===== src/rtl/rv_mem_arbiter_if.sv =====
// Single-ported memory bus between the arbiter (master)
// and the memory/interconnect (slave).
interface rv_mem_arbiter_if;
  logic        bus_req;
  logic        bus_we;
  logic [31:0] bus_addr;
  logic [31:0] bus_wdata;
  logic [3:0]  bus_wmask;
  logic [31:0] bus_rdata;
  logic        bus_ack;
  logic        bus_err;

  modport master (
    output bus_req, bus_we, bus_addr,
    output bus_wdata, bus_wmask,
    input  bus_rdata, bus_ack, bus_err
  );

  modport slave (
    input  bus_req, bus_we, bus_addr,
    input  bus_wdata, bus_wmask,
    output bus_rdata, bus_ack, bus_err
  );
endinterface


===== src/rtl/rv_mem_arbiter.sv =====
// Fetch/load-store arbiter onto one memory bus: data priority,
// bounded fetch starvation, one outstanding txn, bus timeout.
module rv_mem_arbiter #(
  parameter int MAX_D_STREAK = 4,
  parameter int TIMEOUT      = 64,
  parameter int CNT_W        = 8
) (
  input  logic        clk,
  input  logic        reset,
  input  logic        i_req,
  input  logic [31:0] i_addr,
  output logic [31:0] i_rdata,
  output logic        i_valid,
  output logic        i_err,
  input  logic        d_req,
  input  logic        d_we,
  input  logic [31:0] d_addr,
  input  logic [31:0] d_wdata,
  input  logic [3:0]  d_wmask,
  output logic [31:0] d_rdata,
  output logic        d_valid,
  output logic        d_err,
  output logic        d_stall,
  rv_mem_arbiter_if.master bus
);

  localparam int SW = $clog2(MAX_D_STREAK + 1);
  localparam logic [SW-1:0] LP_SMAX = SW'(MAX_D_STREAK);
  localparam bit LP_TO_EN = (TIMEOUT != 0);
  localparam logic [CNT_W-1:0] LP_TO_LAST =
    LP_TO_EN ? CNT_W'(TIMEOUT - 1) : '0;

  typedef enum logic [1:0] {
    IDLE, BUSY_I, BUSY_D, RESP
  } state_t;

  state_t      r_state;
  logic [SW-1:0]    r_streak;
  logic [CNT_W-1:0] r_cnt;

  logic        r_bus_req;
  logic        r_bus_we;
  logic [31:0] r_bus_addr;
  logic [31:0] r_bus_wdata;
  logic [3:0]  r_bus_wmask;

  logic [31:0] r_i_rdata;
  logic        r_i_valid;
  logic        r_i_err;
  logic [31:0] r_d_rdata;
  logic        r_d_valid;
  logic        r_d_err;

  logic        w_grant_d;
  logic        w_grant_i;
  logic        w_abort;
  logic        w_done;
  logic [31:0] w_rsp_data;
  logic        w_rsp_err;

  assign w_grant_d = d_req & (~i_req | (r_streak < LP_SMAX));
  assign w_grant_i = i_req & ~w_grant_d;

  assign w_abort = LP_TO_EN && (r_cnt == LP_TO_LAST);
  assign w_done  = bus.bus_ack | w_abort;

  // Ack wins over a simultaneous timeout.
  assign w_rsp_data = bus.bus_ack ? bus.bus_rdata : 32'h0;
  assign w_rsp_err  = bus.bus_ack ? bus.bus_err   : 1'b1;

  always_ff @(posedge clk or posedge reset) begin
    if (reset) begin
      r_state     <= IDLE;
      r_streak    <= '0;
      r_cnt       <= '0;
      r_bus_req   <= 1'b0;
      r_bus_we    <= 1'b0;
      r_bus_addr  <= 32'h0;
      r_bus_wdata <= 32'h0;
      r_bus_wmask <= 4'b0;
      r_i_rdata   <= 32'h0;
      r_i_valid   <= 1'b0;
      r_i_err     <= 1'b0;
      r_d_rdata   <= 32'h0;
      r_d_valid   <= 1'b0;
      r_d_err     <= 1'b0;
    end else begin
      unique case (r_state)
        IDLE: begin
          r_cnt <= '0;
          unique case (1'b1)
            w_grant_d: begin
              r_state     <= BUSY_D;
              r_bus_req   <= 1'b1;
              r_bus_we    <= d_we;
              r_bus_addr  <= d_addr;
              r_bus_wdata <= d_wdata;
              r_bus_wmask <= d_we ? d_wmask : 4'b0;
              if (!i_req)
                r_streak <= '0;
              else if (r_streak != LP_SMAX)
                r_streak <= r_streak + 1'b1;
            end
            w_grant_i: begin
              r_state     <= BUSY_I;
              r_bus_req   <= 1'b1;
              r_bus_we    <= 1'b0;
              r_bus_addr  <= i_addr;
              r_bus_wdata <= 32'h0;
              r_bus_wmask <= 4'b0;
              r_streak    <= '0;
            end
            default: ;
          endcase
        end
        BUSY_I, BUSY_D: begin
          if (w_done) begin
            r_state   <= RESP;
            r_bus_req <= 1'b0;
            if (r_state == BUSY_D) begin
              r_d_valid <= 1'b1;
              r_d_rdata <= w_rsp_data;
              r_d_err   <= w_rsp_err;
            end else begin
              r_i_valid <= 1'b1;
              r_i_rdata <= w_rsp_data;
              r_i_err   <= w_rsp_err;
            end
          end else begin
            r_cnt <= r_cnt + 1'b1;
          end
        end
        RESP: begin
          r_state   <= IDLE;
          r_i_valid <= 1'b0;
          r_i_err   <= 1'b0;
          r_d_valid <= 1'b0;
          r_d_err   <= 1'b0;
        end
        default: r_state <= IDLE;
      endcase
    end
  end

  assign bus.bus_req   = r_bus_req;
  assign bus.bus_we    = r_bus_we;
  assign bus.bus_addr  = r_bus_addr;
  assign bus.bus_wdata = r_bus_wdata;
  assign bus.bus_wmask = r_bus_wmask;

  assign i_rdata = r_i_rdata;
  assign i_valid = r_i_valid;
  assign i_err   = r_i_err;
  assign d_rdata = r_d_rdata;
  assign d_valid = r_d_valid;
  assign d_err   = r_d_err;
  assign d_stall = d_req & ~r_d_valid;

endmodule


===== src/flat_wrapper.sv =====
// flat-port wrapper written by rule: the top's interface ports become plain ports
module rv_mem_arbiter_flat 
#(
  parameter int MAX_D_STREAK = 4,
  parameter int TIMEOUT      = 64,
  parameter int CNT_W        = 8
)
  (clk, reset, i_req, i_addr, i_rdata, i_valid, i_err, d_req, d_we, d_addr, d_wdata, d_wmask, d_rdata, d_valid, d_err, d_stall, bus_bus_req, bus_bus_we, bus_bus_addr, bus_bus_wdata, bus_bus_wmask, bus_bus_rdata, bus_bus_ack, bus_bus_err);
  rv_mem_arbiter_if bus_i ();
  input  logic clk;
  input  logic reset;
  input  logic i_req;
  input  logic [31:0] i_addr;
  output logic [31:0] i_rdata;
  output logic i_valid;
  output logic i_err;
  input  logic d_req;
  input  logic d_we;
  input  logic [31:0] d_addr;
  input  logic [31:0] d_wdata;
  input  logic [3:0] d_wmask;
  output logic [31:0] d_rdata;
  output logic d_valid;
  output logic d_err;
  output logic d_stall;
  output wire logic [$bits(bus_i.bus_req)-1:0] bus_bus_req;
  output wire logic [$bits(bus_i.bus_we)-1:0] bus_bus_we;
  output wire logic [$bits(bus_i.bus_addr)-1:0] bus_bus_addr;
  output wire logic [$bits(bus_i.bus_wdata)-1:0] bus_bus_wdata;
  output wire logic [$bits(bus_i.bus_wmask)-1:0] bus_bus_wmask;
  input wire logic [$bits(bus_i.bus_rdata)-1:0] bus_bus_rdata;
  input wire logic [$bits(bus_i.bus_ack)-1:0] bus_bus_ack;
  input wire logic [$bits(bus_i.bus_err)-1:0] bus_bus_err;
  assign bus_bus_req = bus_i.bus_req;
  assign bus_bus_we = bus_i.bus_we;
  assign bus_bus_addr = bus_i.bus_addr;
  assign bus_bus_wdata = bus_i.bus_wdata;
  assign bus_bus_wmask = bus_i.bus_wmask;
  assign bus_i.bus_rdata = bus_bus_rdata;
  assign bus_i.bus_ack = bus_bus_ack;
  assign bus_i.bus_err = bus_bus_err;
  rv_mem_arbiter #(.MAX_D_STREAK(MAX_D_STREAK), .TIMEOUT(TIMEOUT), .CNT_W(CNT_W)) u_core (.clk(clk), .reset(reset), .i_req(i_req), .i_addr(i_addr), .i_rdata(i_rdata), .i_valid(i_valid), .i_err(i_err), .d_req(d_req), .d_we(d_we), .d_addr(d_addr), .d_wdata(d_wdata), .d_wmask(d_wmask), .d_rdata(d_rdata), .d_valid(d_valid), .d_err(d_err), .d_stall(d_stall), .bus(bus_i));
endmodule

===== config.mk =====
export PLATFORM = sky130hd
export DESIGN_NAME = rv_mem_arbiter_flat
export DESIGN_NICKNAME = d
export VERILOG_FILES = /design/src/rtl/rv_mem_arbiter_if.sv /design/src/rtl/rv_mem_arbiter.sv /design/src/flat_wrapper.sv
export SDC_FILE = /design/constraint.sdc
export NUM_CORES = 1
export LEC_CHECK = 0
export BUFFER_PORTS_ARGS = -buffer_cell sky130_fd_sc_hd__buf_2
export CAP_MARGIN = 0
export CORE_MARGIN = 2
export CORE_UTILIZATION = 30
export CTS_CLUSTER_DIAMETER = 80
export DETAILED_ROUTE_END_ITERATION = 10
export PLACE_DENSITY = 0.54
export SYNTH_ARGS = -nofsm -noshare
export SYNTH_HDL_FRONTEND = slang
export SYNTH_SLANG_ARGS = --single-unit
export TNS_END_PERCENT = 50

===== constraint.sdc =====
create_clock -name clk -period 7.02 [get_ports clk]
set_input_delay 1.404 -clock clk [delete_from_list [all_inputs] [get_ports clk]]
set_output_delay 1.404 -clock clk [all_outputs]
set_load 0.005 [all_outputs]

# --- After elaboration in Yosys (flattened, before gate mapping) ---
# Index checks and enable logic that the tools add are counted.
totals:
  memories: 0
  reg_bits: 151
  wordCells: 83
  latchBits: 0
  mem_bits_rw: 0
  mem_bits_ro: 0
op_classes:
  bitwise: 9
  n_eq_ne: 12
  n_shift: 0
  n_lt_le_gt_ge: 1
  multipliers: 0
  div_mod_pow: 0
  n_mux: 30
  add_sub_neg: 2
  n_reduce_logical: 15
ops:
  columns: ["operator", "count"]
  rows:
  - ["$pmux W32 S2", 2]
  - ["$mux W32", 1]
  - ["$reduce_and A3 Y1", 6]
  - ["$pmux W8 S2", 1]
  - ["$pmux W1 S2", 6]
  - ["$mux W1", 11]
  - ["$add A8 B1 Y8 const B", 1]
  - ["$eq A8 B6 Y1 const B", 1]
  - ["$mux W8", 1]
  - ["$pmux W4 S2", 1]
  - ["$mux W3", 2]
  - ["$ne A2 B2 Y1 const B", 3]
  - ["$ne A3 B3 Y1 const B", 2]
  - ["$pmux W2 S3", 1]
  - ["$pmux W3 S2", 1]
  - ["$reduce_and A2 Y1", 3]
  - ["$reduce_bool A2 Y1", 3]
  - ["$eq A2 B2 Y1 const B", 2]
  - ["$mux W4", 1]
  - ["$ne A2 B1 Y1 const B", 2]
  - ["$not A1 Y1", 4]
  - ["$pmux W2 S2", 1]
  - ["$reduce_or A2 Y1", 2]
  - ["$add A3 B1 Y3 const B", 1]
  - ["other kinds (7)", 10]

# --- Logic depth before layout (Yosys ltp) ---
logic_depth:
  ltp_word: 8
  ltp_mapped: 8
  ltp_nobuf: 6

# --- Least setup slack after synthesis ---
# Ideal clock, no wire load.
synth_path:
  path_kind: "input to output"
  start: "in d_req"
  end: "out d_stall"
  required_time_ns: 5.616
  path_buffers: 0
  stages: 2
  path_slack_ns: 4.061
  arrival_ns: 1.555
  cell_sequence: "inv_1 -> nor2_1"
synth_between:
  elab_chain_cells: 1
synth_lines:
  columns: ["item", "line", "source"]
  rows:
  - ["from (decl)", "flat_wrapper.sv:17", "input logic d_req;"]
  - ["$and A1 B1 Y1", "rv_mem_arbiter.sv:157", "assign d_stall = d_req & ~r_d_valid;"]
  - ["to (decl)", "flat_wrapper.sv:25", "output logic d_stall;"]
# Every way passes these cells.

# --- Worst setup path in the final report ---
# Same ends and word-level chain as after synthesis.

==> results.yml <==
finish:
  drive_gt1_share_pct: 44.16
  final_common_cell: "buf_2"
  area_delta_synth_final_pct: 38.43
  nFillCells: 1912
  final_cell_mix: "277 x buf_2, 151 x dfrtp_1, 100 x a22o_1, 41 x nand2_1"
  final_nets: 879
timing:
  fmax_ghz: 0.3101
  rsz0062_at_grt: "false"
  hold_viol: 0
  fin_skew_ns: 0.01054
  slew_headroom_pct: 18.89
  finalCritPeriodShare_pct: 45.94
  fin_crit_ns: 3.225
  tightest_slew_ns: 1.212
  finalSetupViolCount: 0
  layout_setup_ws_ns: 3.795
  fin_tns_setup_ns: 0
  slew_viol_final: 0
synthesis:
  synth_mux_area_share_pct: 6.739
  synth.yosys.seq_area_share_pct: 63.21
  synth-seq-cells: 151
  synth_xor_area_share_pct: 0
  synth-simple-area-share_pct: 5.316
  synthesis.area_um2: 5978
  synth.distinct_cells: 38
  syn-num-nets: 609
  synth-compound-area-share_pct: 20.32
  synth-adder-area-share_pct: 1.465
  synth_top_family_by_area: "compound AO/OA/AOI/OAI gates"
  synthCells: 463
  ys.warnings.count: 0
  syn_avg_cell_area_um2: 12.91
detailed_routing:
  via_per_inst: 4.731
  wire_per_inst_um: 16.15
  drc_errors: 0
  ant_nets: 0
  wl_mm: 16.32
  initialDrtViolationCount: 192
  num_vias: 4783
  drtPass1Iterations: 4
critical_path:
  worstSetupEndpointType: "output port"
  slowest_stage: "buf_2"
  critPathRequiredTime_ns: 5.62
  critPathMaxFanout: 3
  r2r-start: "u_core.r_state[0]"
  cp_data_arrival_time_ns: 1.82
  path_cells: "buf_2, inv_1, nor2_1, buf_2"
  critical_path_class: "in -> out"
  slowest_delay_ns: 0.12
  r2r_cells: 6
  cpMostUsedCell: "buf_2"
  critPathLaunchType: "primary input"
  r2r_end: "u_core.r_state[0]"
  regToRegSetupSlack_ns: 4.63
run:
  max_cap_viol_count: 0
die:
  ios: 278
  die_h_um: 145.2
  rows: 51
  core_um2: 19530
  start_util_pct: 30.62
  design.die.area_um2: 21070
  die_x_um: 145.2
min_path:
  min_to: "u_core.bus.bus_addr[31]"
  worstHoldStart: "u_core.bus.bus_addr[31]"
  min_path_cells: 2
  hold_path_class: "reg -> reg"
global_routing:
  grt-ovfl-total: 0
  grt_max_degree: 79
  antenna_found_initial: 1
  grt_pass1_wl_mm: 26.36
  grt_pass1_vias: 5057
  track_usage_pct: 15.49
cts:
  htree_levels: 4
  cts_root_buffer: "clkbuf_16"
  cts_hold_buffers: 0
  ctsResizeCount: 0
  clock_latency_ns: 0.41
  clock-sinks: 151
  clk_pin_slew_worst_paths_ns: 0.06
  cts_tree: "done"
  cts_max_path_buffers: 2
  postCtsSetupBuffers: 0
  cts_buffers: 17
power:
  power_density_nw_per_um2: 446.6
  leakagePower_nw: 4.417
  peakVddDrop_mv: 0.1712
  power_mw: 3.696
placement:
  gp_congestion: 0.7444
  place_hpwl_mm: 11.43
  io_buffers: 277
  post-place-ws_ns: 3.563
status:
  status: "completed"
-- metrics by stage --
step | area [um^2] | hold WS (ns) | std cells | util [%]
3_3_place_gp | 7652 | 0.4581 | 979 | 39.19
5_1_grt | 8275 | 0.4980 | 1011 | 42.38
2_1_floorplan | 5978 | 0.4676 | 463 | -
4_1_cts | 8273 | 0.4806 | 1010 | 42.37
3_5_place_dp | 7652 | 0.4664 | 979 | 39.19
6_report | 8275 | 0.4760 | 1011 | 42.38
-- registers in the layout, indices dropped and copies added (netlist names) --
signal,flops
u_core.bus.bus_addr,32
u_core.bus.bus_req,1
u_core.bus.bus_wdata,32
u_core.bus.bus_we,1
u_core.bus.bus_wmask,4
u_core.d_err,1
u_core.d_rdata,32
u_core.d_valid,1
u_core.i_err,1
u_core.i_rdata,32
u_core.i_valid,1
u_core.r_cnt,8
u_core.r_state,2
u_core.r_streak,3
-- how the worst max path moves through the flow --
stage	start	to	slack, ns
2_1_floorplan	reset	u_core.bus.bus_addr[0]	1.55
3_3_place_gp	i_req	u_core.bus.bus_addr[25]	3.66
3_5_place_dp	i_req	u_core.bus.bus_addr[27]	3.56
4_1_cts	d_req	d_stall	3.80
5_1_grt	d_req	d_stall	3.77
6_report	d_req	d_stall	3.80
-- routing by layer --
layer | vias to the layer above | wire length [um] | GRT usage [%]
met3 | 32 | 756 | 3.742
met1 | 2338 | 6890 | 18.96
met4 | 0 | 569 | 7.304
met5 | - | 0 | 0
met2 | 168 | 8108 | 25.81
li1 | 2245 | - | -
-- cell type report --
type,count,area (um^2),area share (%)
Antenna cell,1,2.502,0.03024
Inverter,10,42.54,0.5141
Clock buffer,19,452.9,5.473
Clock inverter,12,167.7,2.026
Timing Repair Buffer,285,1446,17.48
Tap cell,265,331.6,4.007
Multi-Input combinational cell,268,2053,24.81
Sequential cell,151,3779,45.66
-- synth_stat cells (all sizes together) --
library cell | instances | share of area, %
a211o | 1 | 0.15
a21oi | 4 | 0.33
a221o | 2 | 0.33
a22o | 100 | 15
a2bb2oi | 1 | 0.15
a32o | 4 | 0.67
and2 | 4 | 0.42
and3 | 1 | 0.10
buf | 13 | 1.0
clkbuf | 21 | 1.3
dfrtp | 151 | 63
ha | 7 | 1.5
inv | 10 | 0.63
mux2 | 4 | 0.88
mux2i | 35 | 5.9
nand2 | 41 | 2.6
nand2b | 1 | 0.10
nand3 | 4 | 0.42
nand4bb | 1 | 0.19
nor2 | 3 | 0.19
nor2b | 2 | 0.21
nor3 | 2 | 0.17
nor3b | 2 | 0.25
o211ai | 1 | 0.13
o21a | 2 | 0.27
o21ai | 37 | 3.2
o21bai | 2 | 0.25
o22ai | 1 | 0.10
o31ai | 1 | 0.13
or2 | 1 | 0.10
or3 | 4 | 0.59
-- worst max-delay path: cells and delay by family --
family | cells | cell delay, ns
AND/OR/NAND/NOR | 1 | 0.10
buffers and inverters | 3 | 0.31
-- where the power goes --
| group | switching, mW | internal [mW] |
|---|---|---|
| logic | 0.614 | 0.657 |
| registers | 0.214 | 1.26 |
| clock network | 0.370 | 0.584 |
| total | 1.20 | 2.50 |
-- cells by family (layout without fill, tap and decap cells) --
group / after synthesis / count (layout)
AOI/OAI and AO/OA: 156 / 156
adders and majority gates: 7 / 7
buffers and inverters: 44 / 326
DFF: 151 / 151
muxes: 39 / 39
other: 0 / 1
and+or+nand+nor: 66 / 66
Note: power is estimated with default switching activity, not from simulation.
